===== config.mk =====
export PLATFORM = sky130hd
export DESIGN_NAME = pipe_stage_buf
export DESIGN_NICKNAME = d
export VERILOG_FILES = /design/src/rtl/pipe_stage_buf.sv
export SDC_FILE = /design/constraint.sdc
export NUM_CORES = 1
export LEC_CHECK = 0
export ABC_CLOCK_PERIOD_IN_PS = 3900
export BUFFER_PORTS_ARGS = -buffer_cell sky130_fd_sc_hd__buf_2
export CAP_MARGIN = 30
export CORE_MARGIN = 2
export CORE_UTILIZATION = 25
export DETAILED_ROUTE_END_ITERATION = 16
export SYNTH_ARGS = -nofsm -noshare
export SYNTH_HDL_FRONTEND = slang
export SYNTH_SLANG_ARGS = --single-unit

===== constraint.sdc =====
create_clock -name clk -period 3.9 [get_ports clk]
set_input_delay 0 -clock clk [delete_from_list [all_inputs] [get_ports clk]]
set_output_delay 0 -clock clk [all_outputs]
set_load 0.05 [all_outputs]

===== src/rtl/pipe_stage_buf.sv =====
// Inter-stage pipeline buffer: valid/ready handshake, flush, bubble insertion,
// optional 2-entry skid with registered ready, and a saturating stall counter.
module pipe_stage_buf #(
  parameter int unsigned       DATA_W  = 64,
  parameter logic [DATA_W-1:0] NOP_VAL = {DATA_W{1'b0}},
  parameter bit                SKID    = 1'b1,
  parameter int unsigned       CNT_W   = 16
) (
  input  logic              clk,
  input  logic              rst,
  input  logic              flush,
  input  logic              i_valid,
  output logic              o_ready,
  input  logic [DATA_W-1:0] i_data,
  output logic              o_valid,
  input  logic              i_ready,
  output logic [DATA_W-1:0] o_data,
  output logic [CNT_W-1:0]  o_stall_cnt,
  output logic [1:0]        o_count
);

  typedef enum logic [1:0] {
    StEmpty = 2'd0,
    StOne   = 2'd1,
    StFull  = 2'd2
  } state_e;

  localparam logic [CNT_W-1:0] CntOne = CNT_W'(1);

  state_e            stateQ, stateD;
  logic [DATA_W-1:0] mainQ, mainD;
  logic [DATA_W-1:0] skidQ, skidD;
  logic              readyQ;
  logic [CNT_W-1:0]  stallQ;
  logic              upXfer, dnXfer;

  // Skid mode exposes a registered ready; single-register mode lets a draining
  // consumer admit a new payload in the same cycle.
  always_comb begin
    if (SKID) begin
      o_ready = readyQ;
    end else begin
      o_ready = i_ready | (stateQ == StEmpty);
    end
  end

  assign o_valid     = (stateQ != StEmpty);
  assign o_data      = mainQ;
  assign o_stall_cnt = stallQ;
  assign upXfer      = i_valid & o_ready;
  assign dnXfer      = o_valid & i_ready;

  always_comb begin
    o_count = 2'd0;
    case (stateQ)
      StOne:   o_count = 2'd1;
      StFull:  o_count = 2'd2;
      default: o_count = 2'd0;
    endcase
  end

  always_comb begin
    stateD = stateQ;
    mainD  = mainQ;
    skidD  = skidQ;
    if (flush) begin
      stateD = StEmpty;
      mainD  = NOP_VAL;
      skidD  = NOP_VAL;
    end else begin
      case (stateQ)
        StEmpty: begin
          if (upXfer) begin
            mainD  = i_data;
            stateD = StOne;
          end
        end
        StOne: begin
          // Upstream without downstream only happens with SKID=1 (ready is registered).
          if (upXfer && dnXfer) begin
            mainD = i_data;
          end else if (upXfer) begin
            skidD  = i_data;
            stateD = StFull;
          end else if (dnXfer) begin
            mainD  = NOP_VAL;
            stateD = StEmpty;
          end
        end
        StFull: begin
          if (dnXfer) begin
            mainD  = skidQ;
            skidD  = NOP_VAL;
            stateD = StOne;
          end
        end
        default: begin
          stateD = StEmpty;
          mainD  = NOP_VAL;
          skidD  = NOP_VAL;
        end
      endcase
    end
  end

  always_ff @(posedge clk) begin
    if (rst) begin
      stateQ <= StEmpty;
      mainQ  <= NOP_VAL;
      skidQ  <= NOP_VAL;
      readyQ <= 1'b1;
      stallQ <= '0;
    end else begin
      stateQ <= stateD;
      mainQ  <= mainD;
      skidQ  <= skidD;
      readyQ <= (stateD != StFull);
      if (o_valid && !i_ready && (stallQ != {CNT_W{1'b1}})) begin
        stallQ <= stallQ + CntOne;
      end
    end
  end

endmodule


==> summary.json, run 1 <==
{
  "critPathSlowestCell": "sky130_fd_sc_hd__dfxtp_4",
  "postSynth.asyncResetShare_pct": 0,
  "rsz_0062_raised_after_global_routing": "no",
  "fill_cells": 2760,
  "p_total_uw": 3890,
  "detailed_place.area_sq_um": 7790,
  "powerDensity_nw_per_um2": 428,
  "finalCriticalPeriod_ns": 2.60,
  "comb_power_share_pct": 13.7,
  "drt_pass1_iterations": 5,
  "post-route-period-util_pct": 66.7,
  "p_sw_uw": 1000,
  "post_drt_via_cell_ratio": 4.84,
  "count_of_state_elements_after_synthesis": 147,
  "initial_utilization_pct": 25.2,
  "syn-mean-instance-area_sq_um": 8.83,
  "fin_worst_skew_ns": 0.0108,
  "floorplan.die.height_um": 168,
  "clock_power_share_pct": 46.0,
  "setup.worst_path.class": "flip-flop to output port",
  "yosysMostFrequentCell": "sky130_fd_sc_hd__dfxtp_1",
  "worst_path_arrival_ns": 2.60,
  "ys_top_cells_by_area": "sky130_fd_sc_hd__dfxtp_1, sky130_fd_sc_hd__mux2i_1, sky130_fd_sc_hd__a2bb2oi_1",
  "busiest_layer": "met2",
  "layout.nets": 1010,
  "relSlewSlack_pct": 34.7,
  "core_area_sq_um": 26700,
  "cts-root-buf": "sky130_fd_sc_hd__clkbuf_16",
  "worstHoldPathType": "primary input to flip-flop",
  "p_leak_uw": 0.00359,
  "critical_path_buf_inv_count": 3,
  "critPathTopFamily": "flip-flops",
  "clk_pin_slew_ns": 0.06,
  "groute.layer.met2.usage_pct": 24.0,
  "status": "finished, final reports clean",
  "setup_total_negative_slack_ns": 0,
  "finalInstanceArea_sq_um": 9100,
  "power.share.sequential_pct": 40.2,
  "via_count": 6256,
  "end_kind": "output port",
  "grt_pass1_wl_um": 31900,
  "timing.critical_path.fanout_max": 74,
  "internal-power_uw": 2890,
  "hold_violations": 0,
  "sw_frac_of_total_pct": 25.7,
  "numPlacedInstances": 1195,
  "crit_path_start": "stateQ[0]$_SDFF_PP0_",
  "synthesis.instances": 761,
  "worst-endpoint-required_ns": 3.90,
  "cts_setup_buffers": 0,
  "final-max-slew-violation-count": 0,
  "timing.final.setup_violations": 0,
  "die_w_um": 168,
  "max-clock-path-buffers": 2,
  "use_met3_pct": 2.91,
  "synth_sequential_area_ratio_pct": 43.8,
  "reg2reg_from": "stateQ[0]$_SDFF_PP0_",
  "wl_per_cell_um": 15.2,
  "cts.sink_count": 147,
  "cap_violations": 0,
  "drt_iter0_drc": 379,
  "drt_wl_total_um": 19700,
  "core.rowCount": 60,
  "yosysTopAreaCell": "sky130_fd_sc_hd__dfxtp_1",
  "numCtsBuffers": 17,
  "globalRoute.totalOverflow": 0,
  "drtAntennaViolNets": 0,
  "synthesis.area_sq_um": 6720,
  "synthTopCellsByCount": "sky130_fd_sc_hd__dfxtp_1, sky130_fd_sc_hd__a21oi_1, sky130_fd_sc_hd__nand2_1",
  "hpwl_um": 11200,
  "timing.fmax_mhz": 384,
  "drive_above_1_share_pct": 21.5,
  "syn_nets": 831,
  "antenna_found_initial": 0,
  "grt_max_degree": 81,
  "hp-start": "i_data[52]",
  "port-buffer-count": 152,
  "cpPeakStageDelay_ns": 0.99,
  "crit_path_cell_trace": "nand2b_1 > inv_2 > buf_12 > buf_2",
  "h_tree_lvl_count": 4,
  "number_of_global_route_vias_before_repair": 6008,
  "insertion_delay_ns": 0.42,
  "die_area_sq_um": 28200,
  "stdcell_count": 1293,
  "synth_flop_cell": "sky130_fd_sc_hd__dfxtp_1",
  "globalplace.congestion": 0.763,
  "final_core_util_pct": 34.1,
  "io_pins": 153,
  "ys_warn_count": 0,
  "route.detailed.drc": 0,
  "post_synthesis_cell_type_count": 37,
  "grt_use_total_pct": 14.0,
  "synth_edf_count": 0,
  "yosys.area.top_type_share_pct": 43.8,
  "num_antenna_cells": 0,
  "area_growth_pct": 35.4,
  "worstSetupStartpointType": "flip-flop",
  "peakVddDrop_mv": 0.201,
  "cts_tree": "done",
  "transition_time_of_the_tightest_slew_check_pin_ns": 0.979,
  "grt_use_met1_pct": 17.6
}
[worst reg2reg max path, stage by stage, from the launching register on]
cell and delay [ns]:
sky130_fd_sc_hd__dfxtp_4 0.99, sky130_fd_sc_hd__o21bai_1 0.25, sky130_fd_sc_hd__or4_4 0.57, sky130_fd_sc_hd__or4_1 0.53, sky130_fd_sc_hd__a21oi_1 0.15
[per-stage QoR]
stage | hold WS, ns | worst slack [ns]
after global placement | 0.310 | 1.33
after detailed placement | 0.319 | 1.35
after floorplan | 0.192 | 1.70
after global routing | 0.438 | 1.11
after CTS | 0.402 | 1.25
final | 0.422 | 1.30
[path summary, 6_finish.rpt]
| path | cells past startpoint | slack [ns] | endpoint |
|---|---|---|---|
| worst max-delay path | 4 | 1.30 | o_count[0] |
| worst min register to register | 2 | 0.45 | o_data[25]$_SDFFE_PP0P_ |
| worst min-delay path | 4 | 0.42 | o_data[52]$_SDFFE_PP0P_ |
| worst max register to register | 4 | 1.35 | o_stall_cnt[15]$_SDFFE_PP0P_ |
[registers in the layout, indices dropped and copies added, names as in the netlist]
name         count
stateQ           2
o_data          64
o_stall_cnt     16
skidQ           64
o_ready          1
[layout by cell type (no fill, tap or decap), types with 2 or more instances in the layout]
master / n
sky130_fd_sc_hd__clkinvlp_4: 2
sky130_fd_sc_hd__a21oi_1: 79
sky130_fd_sc_hd__buf_4: 6
sky130_fd_sc_hd__or4_1: 7
sky130_fd_sc_hd__dlygate4sd3_1: 67
sky130_fd_sc_hd__o31ai_1: 8
sky130_fd_sc_hd__a2bb2oi_1: 64
sky130_fd_sc_hd__or3_1: 7
sky130_fd_sc_hd__clkbuf_8: 4
sky130_fd_sc_hd__inv_1: 3
sky130_fd_sc_hd__and2_2: 2
sky130_fd_sc_hd__nor2_1: 68
sky130_fd_sc_hd__nand2_1: 71
sky130_fd_sc_hd__nor3_1: 3
sky130_fd_sc_hd__nand3_1: 7
sky130_fd_sc_hd__buf_12: 3
sky130_fd_sc_hd__clkbuf_16: 17
sky130_fd_sc_hd__a22oi_1: 64
sky130_fd_sc_hd__bufinv_16: 4
sky130_fd_sc_hd__or2_2: 2
sky130_fd_sc_hd__dfxtp_1: 146
sky130_fd_sc_hd__and3_1: 2
sky130_fd_sc_hd__buf_2: 152
sky130_fd_sc_hd__o21ai_0: 5
sky130_fd_sc_hd__nand4_1: 4
sky130_fd_sc_hd__clkbuf_1: 2
sky130_fd_sc_hd__o21bai_1: 2
sky130_fd_sc_hd__and2_1: 64
sky130_fd_sc_hd__mux2i_1: 65
[power groups by stage]
stage / Sequential [uW] / Clock (uW) / Combinational [uW]
6_report: 1570 / 1790 / 534
2_1_floorplan: 1690 / 0 / 241
3_5_place_dp: 1600 / 0 / 484
4_1_cts: 1570 / 1850 / 538
5_1_grt: 1570 / 1910 / 579
3_3_place_gp: 1600 / 0 / 473
[final cells by class]
| class | instances | area, sq um | share of cell area, % |
|---|---|---|---|
| clock inverter | 8 | 149 | 1.64 |
| clock buffer | 23 | 488 | 5.36 |
| timing repair buffer | 229 | 1560 | 17.2 |
| sequential | 147 | 2950 | 32.4 |
| inverter | 4 | 15.0 | 0.165 |
| tap | 341 | 427 | 4.69 |
| multi-input combinational | 541 | 3510 | 38.6 |
[repair_timing]
item                                   4_1_cts  5_1_grt
endpoints found under the hold margin      146        0
hold buffers                                67        0
gates resized for setup                      0        0
[per-layer routing]
metal / vias up / wire, um
met5: - / 0
met4: 0 / 194
met3: 11 / 698
met2: 139 / 9470
met1: 3019 / 9310
li1: 3087 / -
[kinds of logic after synthesis]
logic type                 after synthesis  share of synthesized area [%]
and+or+nand+nor                        247                           18.1
AOI/OAI and AO/OA                      227                           23.7
DFF                                    147                           43.8
buffers and inverters                   73                           4.41
muxes                                   65                           9.68
xor gates and xnor gates                 1                          0.130
adders and majority gates                1                          0.186
Note: power is estimated with default switching activity, not from simulation.
==> run 2, diff against run 1 <==
Settings changed: ABC_CLOCK_PERIOD_IN_PS 3900 to 2100.
Clock period 3.9 ns to 2.1 ns, I/O delays scaled along.
==> summary.json, run 2 (synthesis results as in run 1) <==
{
  "drt_iter0_drc": 355,
  "powerDensity_nw_per_um2": 783,
  "max-clock-path-buffers": 2,
  "grt_use_total_pct": 13.8,
  "critPathTopFamily": "buffers and inverters",
  "power.share.sequential_pct": 40.0,
  "insertion_delay_ns": 0.41,
  "final-max-slew-violation-count": 0,
  "area_growth_pct": 36.8,
  "worstHoldPathType": "primary input to flip-flop",
  "internal-power_uw": 5290,
  "worstSetupStartpointType": "flip-flop",
  "rsz_0062_raised_after_global_routing": "no",
  "cap_violations": 0,
  "peakVddDrop_mv": 0.372,
  "core_area_sq_um": 26700,
  "h_tree_lvl_count": 4,
  "crit_path_cell_trace": "buf_4 > nand2b_1 > inv_2 > buf_6 > buf_2",
  "number_of_global_route_vias_before_repair": 6105,
  "p_sw_uw": 1910,
  "globalRoute.totalOverflow": 0,
  "setup.worst_path.class": "flip-flop to output port",
  "cts-root-buf": "sky130_fd_sc_hd__clkbuf_16",
  "end_kind": "output port",
  "fill_cells": 2712,
  "relSlewSlack_pct": 64.6,
  "cpPeakStageDelay_ns": 0.37,
  "die_area_sq_um": 28200,
  "clock_power_share_pct": 45.8,
  "timing.critical_path.fanout_max": 37,
  "num_antenna_cells": 0,
  "setup_total_negative_slack_ns": 0,
  "cts_tree": "done",
  "drive_above_1_share_pct": 23.6,
  "grt_pass1_wl_um": 31700,
  "transition_time_of_the_tightest_slew_check_pin_ns": 0.531,
  "via_count": 6193,
  "comb_power_share_pct": 14.2,
  "timing.final.setup_violations": 0,
  "status": "finished, final reports clean",
  "detailed_place.area_sq_um": 7900,
  "fin_worst_skew_ns": 0.00725,
  "post-route-period-util_pct": 91.0,
  "finalInstanceArea_sq_um": 9190,
  "floorplan.die.height_um": 168,
  "drtAntennaViolNets": 0,
  "layout.nets": 1019,
  "timing.fmax_mhz": 523,
  "most-common-layout-cells": "sky130_fd_sc_hd__buf_2, sky130_fd_sc_hd__dfxtp_1, sky130_fd_sc_hd__a21oi_1",
  "port-buffer-count": 152,
  "critical_path_buf_inv_count": 4,
  "route.detailed.drc": 0,
  "multi_input_logic_area_sq_um": 3510,
  "die_w_um": 168,
  "io_pins": 153,
  "layout.cells.most_common": "sky130_fd_sc_hd__buf_2",
  "wl_per_cell_um": 15.0,
  "hold_violations": 0,
  "core.rowCount": 60,
  "p_leak_uw": 0.00365,
  "numCtsBuffers": 17,
  "ff_latch_area_sq_um": 2960,
  "worst_path_arrival_ns": 1.91,
  "antenna_found_initial": 0,
  "finalCriticalPeriod_ns": 1.91,
  "sw_frac_of_total_pct": 26.6,
  "drt_pass1_iterations": 4,
  "worst-endpoint-required_ns": 2.10,
  "clk_pin_slew_ns": 0.06,
  "drt_wl_total_um": 19500,
  "initial_utilization_pct": 25.2,
  "hpwl_um": 11700,
  "post_drt_via_cell_ratio": 4.75,
  "grt_max_degree": 61,
  "critPathSlowestCell": "sky130_fd_sc_hd__dfxtp_2",
  "globalplace.congestion": 0.775,
  "cts.sink_count": 147
}
==> run 2: changes by cell type in the layout (fill, tap and decap cells not counted), moves of 2 or more <==
cell                       delta
sky130_fd_sc_hd__buf_12       +4
sky130_fd_sc_hd__dfxtp_2     +11
sky130_fd_sc_hd__inv_6        +2
sky130_fd_sc_hd__dfxtp_1     -10
sky130_fd_sc_hd__buf_4        +6
sky130_fd_sc_hd__clkbuf_8     -3
sky130_fd_sc_hd__clkinv_2     +3
==> run 2: per-stage QoR <==
step,hold slack [ns],power (uW),setup slack [ns],cells,utilization (%)
global placement,0.307,3870,0.272,1205,29.7
floorplan,0.192,3580,0.00591,761,-
CTS,0.00433,7310,0.0385,1303,34.5
detailed placement,0.314,3880,0.228,1205,29.7
global route,0.0331,7480,0.0625,1303,34.5
finish,0.0376,7200,0.189,1303,34.5
==> run 2: final cells by class <==
cell class	instances	share of cell area, %
clock inverters	13	1.97
multi-input cells	541	38.2
flip-flops and latches	147	32.2
clock buffers	19	4.82
inverters	4	0.163
repair buffers	238	18.1
well taps	341	4.64
==> run 2: final timing paths <==
check / start / to / slack [ns] / cells after the start
worst min register to register: o_data[46]$_SDFFE_PP0P_ / o_data[46]$_SDFFE_PP0P_ / 0.45 / 2
worst max register to register: stateQ[1]$_SDFF_PP0_ / o_stall_cnt[15]$_SDFFE_PP0P_ / 0.22 / 4
worst min-delay path: rst / o_stall_cnt[4]$_SDFFE_PP0P_ / 0.04 / 3
worst max-delay path: stateQ[0]$_SDFF_PP0_ / o_count[0] / 0.19 / 5
==> run 2: per-layer routing <==
metal	global-route usage, %	wire length, um	vias to the layer above
met1	17.5	9260	2934
met3	2.54	708	12
met5	0	0	-
li1	-	-	3105
met2	24.1	9350	142
met4	3.36	204	0
==> run 2: worst min-delay path, delay by kind of cell <==
family / cells / cell delay [ns]
buf+inv: 2 / 0.34
compound gates: 1 / 0.06
==> run 2: power by group through the flow <==
| stage | logic [uW] | clock network (uW) | registers, uW |
|---|---|---|---|
| global route | 1110 | 3490 | 2890 |
| CTS | 1030 | 3400 | 2880 |
| global placement | 928 | 0 | 2940 |
| finish | 1020 | 3300 | 2880 |
| detailed placement | 934 | 0 | 2940 |
| floorplan | 447 | 0 | 3130 |
==> run 2: repair_timing <==
action	in CTS	in global routing
gates resized for setup	0	1
buffers inserted	0	0
hold buffers	66	0
endpoints found under the hold margin	131	0
endpoints found under the setup margin	0	1
==> run 3, diff against run 2 <==
Settings changed: CORE_UTILIZATION 25 to 49, PLACE_DENSITY from default to 0.76, SETUP_SLACK_MARGIN from default to 0.4.
==> summary.json, run 3 (synthesis results as in run 1) <==
{
  "post_drt_via_cell_ratio": 5.59,
  "wl_per_cell_um": 15.8,
  "timing.final.setup_violations": 0,
  "drt_iter0_drc": 556,
  "area_growth_pct": 36.3,
  "stdcell_count": 1144,
  "worst_path_arrival_ns": 2.10,
  "setup_total_negative_slack_ns": 0,
  "r2r_end": "o_stall_cnt[13]$_SDFFE_PP0P_",
  "initial_utilization_pct": 50.5,
  "final-max-slew-violation-count": 0,
  "route.detailed.drc": 0,
  "core.rowCount": 42,
  "layout.cells.most_common": "sky130_fd_sc_hd__buf_2",
  "hpwl_um": 10500,
  "io_pins": 153,
  "worstSetupStartpointType": "flip-flop",
  "cap_violations": 0,
  "powerDensity_nw_per_um2": 767,
  "via_count": 6396,
  "clk_pin_slew_ns": 0.06,
  "fin_worst_skew_ns": 0.0121,
  "rsz_0062_raised_after_global_routing": "yes",
  "most-common-layout-cells": "sky130_fd_sc_hd__buf_2, sky130_fd_sc_hd__dfxtp_1, sky130_fd_sc_hd__a21oi_1",
  "antenna_found_initial": 0,
  "critPathTopFamily": "simple AND/OR/NAND/NOR gates",
  "numCtsBuffers": 17,
  "end_kind": "flip-flop",
  "num_antenna_cells": 0,
  "final.setup.worst_slack_ns": 0.341,
  "port-buffer-count": 152,
  "reg2reg_from": "o_stall_cnt[7]$_SDFFE_PP0P_",
  "numPlacedInstances": 1040,
  "setup.worst_path.class": "flip-flop to flip-flop",
  "finalCriticalPeriod_ns": 1.76,
  "timing.critical_path.fanout_max": 5,
  "cell_with_the_most_instances_on_the_worst_path": "sky130_fd_sc_hd__or4_4",
  "fill_cells": 1026,
  "floorplan.die.height_um": 121,
  "worstHoldPathType": "primary input to flip-flop",
  "hold_violations": 0,
  "drt_pass1_iterations": 5,
  "cts-root-buf": "sky130_fd_sc_hd__clkbuf_16",
  "worstHoldPathCells": 3,
  "number_of_global_route_vias_before_repair": 6031,
  "drtAntennaViolNets": 0,
  "globalRoute.totalOverflow": 0,
  "peakVddDrop_mv": 0.617,
  "critPathSlowestCell": "sky130_fd_sc_hd__or4_4",
  "worst-endpoint-required_ns": 2.44,
  "layout.nets": 1025,
  "h_tree_lvl_count": 4,
  "post-place-ws_ns": 0.310,
  "cts.sink_count": 147,
  "grt_pass1_wl_um": 29200,
  "cts_tree": "done",
  "insertion_delay_ns": 0.42,
  "drive_above_1_share_pct": 24.9,
  "core_area_sq_um": 13300,
  "r2r_cells": 4,
  "post-route-period-util_pct": 83.8,
  "drt_wl_total_um": 18100,
  "grt_use_total_pct": 24.5,
  "setup.reg_to_reg.worst_slack_ns": 0.34,
  "p_leak_uw": 0.00369,
  "die_area_sq_um": 14700,
  "timing.fmax_mhz": 569,
  "critical_path_buf_inv_count": 0,
  "max-clock-path-buffers": 2,
  "relSlewSlack_pct": 65.4,
  "globalplace.congestion": 0.813,
  "p_total_uw": 7020,
  "die_w_um": 121,
  "transition_time_of_the_tightest_slew_check_pin_ns": 0.515,
  "grt_max_degree": 51,
  "hp-start": "flush",
  "status": "finished, final reports clean",
  "worstHoldEndpoint": "o_data[58]$_SDFFE_PP0P_",
  "cpPeakStageDelay_ns": 0.58,
  "crit_path_cell_trace": "nand4_4 > or4_4 > or4_4 > a21oi_2"
}
==> run 3: changes by cell type in the layout (fill, tap and decap cells not counted), moves of 2 or more <==
cell / before / now
sky130_fd_sc_hd__dfxtp_4: 0 / 17
sky130_fd_sc_hd__clkinv_2: 4 / 2
sky130_fd_sc_hd__buf_6: 1 / 4
sky130_fd_sc_hd__dfxtp_2: 11 / 2
sky130_fd_sc_hd__dfxtp_1: 136 / 128
sky130_fd_sc_hd__clkbuf_1: 1 / 5
==> run 3: what timing repair did <==
action | 4_1_cts | 5_1_grt
hold buffers | 67 | 0
endpoints found under the hold margin | 143 | 0
pin swaps | 1 | 4
resized for setup | 3 | 13
setup buffers | 2 | 2
endpoints found under the setup margin | 7 | 64
cloned | 0 | 1
==> run 3: area by class of cell <==
type,count,area (sq um),area share (%)
clock inverter,7,118,1.28
multi-input combinational,541,3560,38.9
tap,176,220,2.40
sequential,147,3010,32.9
timing repair buffer,244,1730,18.9
clock buffer,25,497,5.42
inverter,4,18.8,0.205
==> run 3: routing by layer <==
layer  share of wire [%]  wire [um]  global-route usage [%]  up-vias
li1                    -          -                       -     3132
met1                  45       8220                    31.3     3048
met2                  48       8730                    40.9      194
met3                 5.0        902                    5.03       22
met4                 1.5        275                    8.72        0
met5                   0          0                       0        -
==> run 3: where the power goes <==
group	switching [uW]	total, uW	leakage (uW)	internal [uW]
Combinational	599	1020	0.00219	423
Sequential	37.1	2870	0.00120	2830
Clock	1130	3140	0.000301	2010
==> run 3: worst reg2reg max path, delay by kind of cell (launching register included) <==
kind | cells | cell delay (ns)
AND/OR/NAND/NOR | 3 | 1.20
AO/OA/AOI/OAI | 1 | 0.12
flip-flops | 1 | 0.37
==> run 3: worst max path at each step <==
| stage | from | end | slack (ns) | cells after the start |
|---|---|---|---|---|
| floorplan | o_stall_cnt[4]$_SDFFE_PP0P_ | o_stall_cnt[13]$_SDFFE_PP0P_ | 0.27 | 4 |
| global placement | o_stall_cnt[4]$_SDFFE_PP0P_ | o_stall_cnt[13]$_SDFFE_PP0P_ | 0.34 | 4 |
| detailed placement | stateQ[1]$_SDFF_PP0_ | o_stall_cnt[13]$_SDFFE_PP0P_ | 0.31 | 4 |
| CTS | o_stall_cnt[6]$_SDFFE_PP0P_ | o_stall_cnt[13]$_SDFFE_PP0P_ | 0.36 | 4 |
| global route | o_stall_cnt[7]$_SDFFE_PP0P_ | o_stall_cnt[13]$_SDFFE_PP0P_ | 0.29 | 4 |
| finish | o_stall_cnt[7]$_SDFFE_PP0P_ | o_stall_cnt[13]$_SDFFE_PP0P_ | 0.34 | 4 |
==> run 3: stage by stage <==
stage                     hold slack, ns  utilization [%]  cell area, sq um
final                              0.122             68.9              9160
after global routing               0.155             68.9              9160
after CTS                          0.111             68.4              9090
after detailed placement           0.313             58.5              7780
after global placement             0.308             58.5              7780
after floorplan                    0.192                -              6820
